===== config.mk =====
export PLATFORM = sky130hd
export DESIGN_NAME = univ_shift_reg
export DESIGN_NICKNAME = d
export VERILOG_FILES = /design/src/rtl/ff_pkg.sv /design/src/rtl/usr_bit_cell.sv /design/src/rtl/univ_shift_reg.sv
export SDC_FILE = /design/constraint.sdc
export NUM_CORES = 1
export LEC_CHECK = 0
export ABC_CLOCK_PERIOD_IN_PS = 2520
export CAP_MARGIN = 5
export CORE_MARGIN = 4
export CORE_UTILIZATION = 25
export DETAILED_ROUTE_END_ITERATION = 16
export PLACE_DENSITY = 0.54
export SYNTH_ARGS = -nofsm -noshare
export SYNTH_HDL_FRONTEND = slang
export SYNTH_HIERARCHICAL = 1
export SYNTH_SLANG_ARGS = --single-unit

===== constraint.sdc =====
create_clock -name clk -period 2.52 [get_ports clk]
set_clock_uncertainty 0.2 [all_clocks]
set_input_delay 0.378 -clock clk [delete_from_list [all_inputs] [get_ports clk]]
set_output_delay 0.378 -clock clk [all_outputs]
set_load 0.01 [all_outputs]

===== src/rtl/ff_pkg.sv =====
// Purpose: shared mode encoding and next-state function for the universal shift register.
// Latency: n/a (package of constants and a pure combinational function).
// Backpressure: n/a; no handshake, the register advances whenever it is enabled.
//
// Contents:
//   MODE_* : 3-bit operating mode constants
//   next_q : next register value for a given mode, computed on a 64-bit
//            zero-extended view of the register so one function serves every WIDTH
package ff_pkg;

  localparam logic [2:0] MODE_HOLD  = 3'b000;
  localparam logic [2:0] MODE_LOAD  = 3'b001;
  localparam logic [2:0] MODE_SHL   = 3'b010;
  localparam logic [2:0] MODE_SHR   = 3'b011;
  localparam logic [2:0] MODE_ROTL  = 3'b100;
  localparam logic [2:0] MODE_ROTR  = 3'b101;
  localparam logic [2:0] MODE_ASHR  = 3'b110;
  localparam logic [2:0] MODE_CLEAR = 3'b111;

  localparam int unsigned MAX_WIDTH = 64;

  // q and d must be zero above bit width-1. The result is masked back to
  // width bits, so the upper bits of the return value are always zero.
  function automatic logic [63:0] next_q(
    input logic [63:0] q,
    input logic [2:0]  mode,
    input logic [63:0] d,
    input logic        sin_l,
    input logic        sin_r,
    input int unsigned width
  );
    logic [63:0] r;
    logic [63:0] mask;
    logic        msb_bit;
    int unsigned msb;
    msb     = width - 1;
    // Read the live MSB without a variable part-select.
    msb_bit = |(q & (64'd1 << msb));
    case (mode)
      MODE_HOLD:  r = q;
      MODE_LOAD:  r = d;
      MODE_SHL:   r = {q[62:0], sin_r};
      MODE_SHR:   r = (q >> 1) | ({63'd0, sin_l} << msb);
      MODE_ROTL:  r = {q[62:0], msb_bit};
      MODE_ROTR:  r = (q >> 1) | ({63'd0, q[0]} << msb);
      MODE_ASHR:  r = (q >> 1) | ({63'd0, msb_bit} << msb);
      MODE_CLEAR: r = '0;
      // Unknown mode values fall back to hold.
      default:    r = q;
    endcase
    mask = (width >= MAX_WIDTH) ? {64{1'b1}} : ((64'd1 << width) - 64'd1);
    return r & mask;
  endfunction

endpackage


===== src/rtl/usr_bit_cell.sv =====
// Purpose: one bit of the universal shift register: mode mux plus flop with sync reset/set.
// Latency: one clock from inputs to q.
// Backpressure: none; en==0 holds the bit.
//
// Ports:
//   clk, reset (sync, active-low, highest priority), set (sync, active-low), en
//   mode                       : operating mode (ff_pkg::MODE_*)
//   d_bit                      : parallel load bit
//   shl_bit/shr_bit            : value this bit takes on a logical left/right shift
//   rotl_bit/rotr_bit/ashr_bit : value this bit takes on rotate/arithmetic shift
//   q                          : stored bit
module usr_bit_cell
  import ff_pkg::*;
#(
  parameter logic RST_BIT = 1'b0,
  parameter logic SET_BIT = 1'b1
) (
  input  logic       clk,
  input  logic       reset,
  input  logic       set,
  input  logic       en,
  input  logic [2:0] mode,
  input  logic       d_bit,
  input  logic       shl_bit,
  input  logic       shr_bit,
  input  logic       rotl_bit,
  input  logic       rotr_bit,
  input  logic       ashr_bit,
  output logic       q
);

  logic q_q;
  logic q_d;

  always_comb begin
    q_d = q_q;
    if (!reset) begin
      q_d = RST_BIT;
    end else if (!set) begin
      q_d = SET_BIT;
    end else if (en) begin
      case (mode)
        MODE_HOLD:  q_d = q_q;
        MODE_LOAD:  q_d = d_bit;
        MODE_SHL:   q_d = shl_bit;
        MODE_SHR:   q_d = shr_bit;
        MODE_ROTL:  q_d = rotl_bit;
        MODE_ROTR:  q_d = rotr_bit;
        MODE_ASHR:  q_d = ashr_bit;
        MODE_CLEAR: q_d = 1'b0;
        default:    q_d = q_q;
      endcase
    end
  end

  always_ff @(posedge clk) begin
    q_q <= q_d;
  end

  assign q = q_q;

endmodule


===== src/rtl/univ_shift_reg.sv =====
// Purpose: WIDTH-bit universal shift register (hold/load/shift/rotate/arith-shift/clear) with flags.
// Latency: one clock from edge to new q, sout_l/sout_r, zero and parity; qbar is combinational.
// Backpressure: none; en==0 freezes register and all flags.
//
// Ports:
//   clk, reset (sync active-low, highest priority), set (sync active-low), en
//   mode[2:0] : ff_pkg::MODE_* operation select
//   d         : parallel load data
//   sin_l     : serial in at MSB on SHR;  sin_r : serial in at LSB on SHL
//   q, qbar   : register contents and complement
//   sout_l    : bit last shifted out of MSB (SHL/ROTL); sout_r : out of LSB (SHR/ROTR/ASHR)
//   zero      : q == 0;  parity : ^q   (both registered alongside q)
module univ_shift_reg
  import ff_pkg::*;
#(
  parameter int              WIDTH     = 8,
  parameter logic [WIDTH-1:0] RESET_VAL = {WIDTH{1'b0}},
  parameter logic [WIDTH-1:0] SET_VAL   = {WIDTH{1'b1}}
) (
  input  logic             clk,
  input  logic             reset,
  input  logic             set,
  input  logic             en,
  input  logic [2:0]       mode,
  input  logic [WIDTH-1:0] d,
  input  logic             sin_l,
  input  logic             sin_r,
  output logic [WIDTH-1:0] q,
  output logic [WIDTH-1:0] qbar,
  output logic             sout_l,
  output logic             sout_r,
  output logic             zero,
  output logic             parity
);

  logic [WIDTH-1:0] q_bits;

  // Neighbour values each bit takes for the shifting modes.
  logic [WIDTH-1:0] shl_v;
  logic [WIDTH-1:0] shr_v;
  logic [WIDTH-1:0] rotl_v;
  logic [WIDTH-1:0] rotr_v;
  logic [WIDTH-1:0] ashr_v;

  always_comb begin
    shl_v  = {q_bits[WIDTH-2:0], sin_r};
    shr_v  = {sin_l, q_bits[WIDTH-1:1]};
    rotl_v = {q_bits[WIDTH-2:0], q_bits[WIDTH-1]};
    rotr_v = {q_bits[0], q_bits[WIDTH-1:1]};
    ashr_v = {q_bits[WIDTH-1], q_bits[WIDTH-1:1]};
  end

  for (genvar i = 0; i < WIDTH; i++) begin : g_bit
    usr_bit_cell #(
      .RST_BIT (RESET_VAL[i]),
      .SET_BIT (SET_VAL[i])
    ) u_cell (
      .clk      (clk),
      .reset    (reset),
      .set      (set),
      .en       (en),
      .mode     (mode),
      .d_bit    (d[i]),
      .shl_bit  (shl_v[i]),
      .shr_bit  (shr_v[i]),
      .rotl_bit (rotl_v[i]),
      .rotr_bit (rotr_v[i]),
      .ashr_bit (ashr_v[i]),
      .q        (q_bits[i])
    );
  end

  // Flags are derived from the same next-state value the cells will load,
  // so zero/parity land on the same edge as q and never lag it.
  logic [63:0] q_ext;
  logic [63:0] d_ext;
  logic [63:0] nq_ext;

  always_comb begin
    q_ext             = '0;
    q_ext[WIDTH-1:0]  = q_bits;
    d_ext             = '0;
    d_ext[WIDTH-1:0]  = d;
    nq_ext            = next_q(q_ext, mode, d_ext, sin_l, sin_r, WIDTH);
  end

  logic sout_l_q, sout_l_d;
  logic sout_r_q, sout_r_d;
  logic zero_q,   zero_d;
  logic parity_q, parity_d;

  always_comb begin
    sout_l_d = sout_l_q;
    sout_r_d = sout_r_q;
    zero_d   = zero_q;
    parity_d = parity_q;
    if (!reset) begin
      sout_l_d = 1'b0;
      sout_r_d = 1'b0;
      zero_d   = (RESET_VAL == '0);
      parity_d = ^RESET_VAL;
    end else if (!set) begin
      sout_l_d = 1'b0;
      sout_r_d = 1'b0;
      zero_d   = (SET_VAL == '0);
      parity_d = ^SET_VAL;
    end else if (en) begin
      zero_d   = (nq_ext == 64'd0);
      parity_d = ^nq_ext;
      case (mode)
        MODE_SHL, MODE_ROTL:            sout_l_d = q_bits[WIDTH-1];
        MODE_SHR, MODE_ROTR, MODE_ASHR: sout_r_d = q_bits[0];
        default: ;
      endcase
    end
  end

  always_ff @(posedge clk) begin
    sout_l_q <= sout_l_d;
    sout_r_q <= sout_r_d;
    zero_q   <= zero_d;
    parity_q <= parity_d;
  end

  assign q      = q_bits;
  assign qbar   = ~q_bits;
  assign sout_l = sout_l_q;
  assign sout_r = sout_r_q;
  assign zero   = zero_q;
  assign parity = parity_q;

  // An unknown mode is treated as hold by the datapath; flag it in simulation.
  mode_known_a: assert property (@(posedge clk) (reset && set && en) |-> !$isunknown(mode));

endmodule

After elaboration in Yosys (flattened, before gate mapping). Index checks and enable logic that the tools add are counted. W data, S select, Z words.

Bits in registers: 12. Bits of input ports: 17. Output and inout port bits: 20. Logic and storage cells: 64.

Equal/unequal tests: 10. Multiplexer cells: 27. Bitwise gates (word level): 4. Reductions and logical operators: 11.

Operators with widths (count): $logic_not A64 Y1 (1); $pmux W8 S8 (1); $reduce_xor A64 Y1 (1); $or A7 B8 Y8 (3); $pmux W1 S4 (6); $mux W1 (18); $eq A3 B3 Y1 const B (4); $pmux W1 S5 (2); $reduce_and A2 Y1 (5); $not A8 Y8 (1); $eq A3 B2 Y1 const B (2); $ne A2 B2 Y1 const B (2); $reduce_or A2 Y1 (2); $eq A3 B1 Y1 const B (1); $logic_not A3 Y1 (1); $reduce_or A3 Y1 (1); $ne A2 B1 Y1 const B (1).

Depth between registers and ports, before layout.
Word-level depth: 5. Gate-level depth with buffers: 11. Gate-level depth less buffers: 9.

By module. The synthesis kept the hierarchy.

By module, submodules not included: usr_bit_cell (times used 8, cells an instance 12, area an instance 110.1 um^2, seq. area each 20.0 um^2); univ_shift_reg (times used 1, cells an instance 97, area an instance 703.2 um^2, seq. area each 80.1 um^2).

Least setup slack after synthesis. Ideal clock, no wire load.

Kind: input to register. Start: input port mode[1]. End: register parity_q, in the netlist parity. Data arrival time: 1879 ps. Setup slack: 356 ps. Stages on the path: 9. Cells stage by stage: buf_6 -> or2_1 -> clkbuf_2 -> o2111a_1 -> o22ai_1 -> ha_1 -> xnor2_1 -> xnor2_1 -> a211oi_1.

Word-level cells in the longest chain between the ends: 3. Elaborated cells on any way between the ends: 10. Classes of those cells: 7 x eq/ne; 1 x mux; 2 x reduce/logical.

Ends and longest elaborated chain: start: declaration (line univ_shift_reg.sv:24) `input logic [2:0] mode,`; $eq A3 B3 Y1, or another cell as far along (line ff_pkg.sv:39) `case (mode)`; $pmux W8 S8 * (line ff_pkg.sv:39); $reduce_xor A64 Y1 * (line univ_shift_reg.sv:109) `parity_d = ^nq_ext;`; end signal: assignment (line univ_shift_reg.sv:122) `parity_q <= parity_d;`; end: declaration (line univ_shift_reg.sv:90) `logic parity_q, parity_d;`.

Mark *: on every way between the ends. The rest lies on a longest branch, timed or not. A chain may end at the register's enable or synchronous reset.

Final worst setup path.
Start: input port mode[2]. End: register parity_q, in the netlist parity.

Same word-level chain as after synthesis.

==> run metrics <==
outcome=complete, no violations; Worst Setup End Kind=flop; # Max-Cap Violations=0; Cell Rows=28; ANT nets after route=0; Post CTS Setup Buffer Count=0; min Tclk post-route=2.44 ns; Max VDD drop=0.000147 V; critical path, cell by cell=clkdlybuf4s50_1 -> buf_6 -> xnor2_4 -> mux2i_1 -> nor2_1 -> a31oi_1 -> ha_1 -> xnor2_2 -> xnor2_1 -> a211oi_1; vias per inst=5.18; Rel. slew slack=67.4%; Worst Hold Class=reg -> reg; gr usage total=13.3%; Final Hold Vio Count=0; Post-DP Area=2150 um^2; WP buf/inv=2; Synth cell types=39; slowest cell on the critical path=clkdlybuf4s50_1; Worst Path Arrival=2.41 ns; most numerous cell in the Yosys netlist=inv_1; worst skew pair latency=0.25 ns; Die ar.=7670 um^2; Final GP Congestion=0.835; cts hold-fix bufs=0; TNS Setup=0 ns; Final WS setup=0.0754 ns; yosys warns=6; crit-path leading delay family=buffers and inverters; Max stage delay on crit path=0.41 ns; final net count=272; Worst R2R Start=g_bit[5].u_cell/q; post-DP HPWL=roughly 3500 um; PwrDens=about 380 nW/um^2; Clock Path Buffers=2; top-area cell type share of the netlist area=between 10% and 20%; Placement Setup Slack=-0.284 ns; Mean Syn Cell Area=8.21 um^2; Post-Syn Nets=~210; kind of critical path=in -> reg; GRT overflow=0; setup violation total in the final timing report=0; wire length per cell=14.9 um; ANT cells=0; Crit path depth=10; Mapped Area=1580 um^2; CP Data Required Time=2.48 ns; Min Hold Slack=roughly 0.29 ns; critical register-to-register path endpoint=parity; Starting Density=26.3%; layout cell share with drive strength beyond 1=between 10% and 20%; fmax=409 MHz; EDFF count, synth=0; first-pass GRT wire length=8100 um; commonest cells in the netlist=inv_1 (27), and2_1 (16), dfxtp_1 (12); RSZ-0062 raised after global routing=false; area of the multi-input gates=1220 um^2; Seq. cell area=between 200 and 250 um^2; fin crit share=between 90 and 100%; iteration-0 DRC count of the detailed router=56; largest net degree at the start of global routing=20; CP Capture Point=parity; Slew @ Worst Pin=about 0.5 ns; sequential area share after synthesis=15.2%; fin cells=324; Cells after Synth=193; fillcell total=between 600 and 700; crit path max fanout=8; chip width=87.6 um; Worst Reg2Reg Path Length in Cells=8; Boundary Pins=37; vias in the first global route=1,658; Lkg Pwr=0.000874 uW; Startpoint Class=primary input; DIE HEIGHT=87.6 um; Final Cell Area=2230 um^2; Root Buffer=clkbuf_8; CTS tree=yes; top cells by area, synth=dfxtp_1 (15%), mux4_2 (11%), inv_1 (6.4%); Num CTS Buffers=3; PortBufs=36; Pre-antenna DRT Iters=5; H-tree levels=1; Seq cells post-synth=12; fraction of registers with async set/reset=0%; Top FF cell, synth=dfxtp_1; cell type with the largest total area after synthesis=dfxtp_1; R2R setup slack=0.31 ns; final wirelength=4830 um; DR vias=1,677; CTS Sinks=12; DRC violations left=0; core box area=~6000 um^2; initial antenna violation count=0; final slew viol count=0; clock transition at the registers of the reported paths=0.05 ns; placed instance count=321; Layout area overhead=40.7%; crit path from=mode[2]
## sequential cells by signal (all words and copies together), names as in the netlist
| signal | cells |
|---|---|
| zero | 1 |
| parity | 1 |
| sout_l | 1 |
| g_bit.u_cell/q | 8 |
| sout_r | 1 |
## routing by layer
metal / routed length [um] / track usage [%]
met5: 0 / 0
met4: 57 / 4.18
met3: 246 / 2.54
met2: 2100 / 20.8
met1: 2430 / 18.5
## per-stage QoR
stage	utilization [%]	power (uW)
after floorplan	-	452
after detailed placement	35.6	633
after global placement	35.6	630
final	37.0	838
after global routing	37.0	906
after CTS	36.5	831
## layout by cell type (no fill, tap or decap), drive strengths merged, types with 2 or more instances in the layout
cell / n
nand3b: 8
mux4: 8
ha: 4
nor2b: 8
o311a: 8
clkbuf: 3
o21ai: 7
xnor2: 4
nand2b: 4
nor3b: 2
a21oi: 7
a31oi: 2
inv: 27
nor2: 11
o311ai: 8
and2: 16
nand2: 8
dfxtp: 12
mux2i: 8
a211oi: 11
o22ai: 4
o31ai: 8
buf: 25
clkdlybuf4s50: 34
## area by class of cell
class | count | share of cell area [%]
clock buffers | 3 | 1.85
inverters | 27 | 4.55
multi-input cells | 148 | 55.0
flip-flops and latches | 12 | 10.8
well taps | 75 | 4.21
repair buffers | 59 | 23.6
## power by group
group          leakage, uW  internal [uW]  total (uW)  switching [uW]
registers         0.000100            206         238            32.3
logic             0.000753            228         411             183
clock network    0.0000216            106         190            83.7
total             0.000874            540         838             299
## kinds of logic after synthesis
family                   synth area share, %
AO/OA/AOI/OAI                           28.8
XOR/XNOR                                2.69
adder cells (fa/ha/maj)                 3.16
buffers and inverters                   9.79
flip-flops                              15.2
multiplexers                            16.4
AND/OR/NAND/NOR                         24.0
## worst min-delay path: cells and delay by family (launching register included)
kind / cells / cell delay (ns)
flops: 1 / 0.32
simple gates: 1 / 0.07
mux: 1 / 0.06
## what timing repair did
item                                    CTS  global route
endpoints found under the setup margin    1             1
resized for setup                         1             6
pin swaps                                 0             2
## worst min-delay path by stage
stage	startpoint	to	slack [ns]	cells after the start
after detailed placement	sout_l	sout_l	0.29	2
final	sout_l	sout_l	0.29	2
after floorplan	reset	zero	0.25	1
after CTS	sout_l	sout_l	0.30	2
after global placement	sout_l	sout_l	0.28	2
after global routing	sout_l	sout_l	0.34	2
Note: power is estimated with default switching activity, not from simulation.
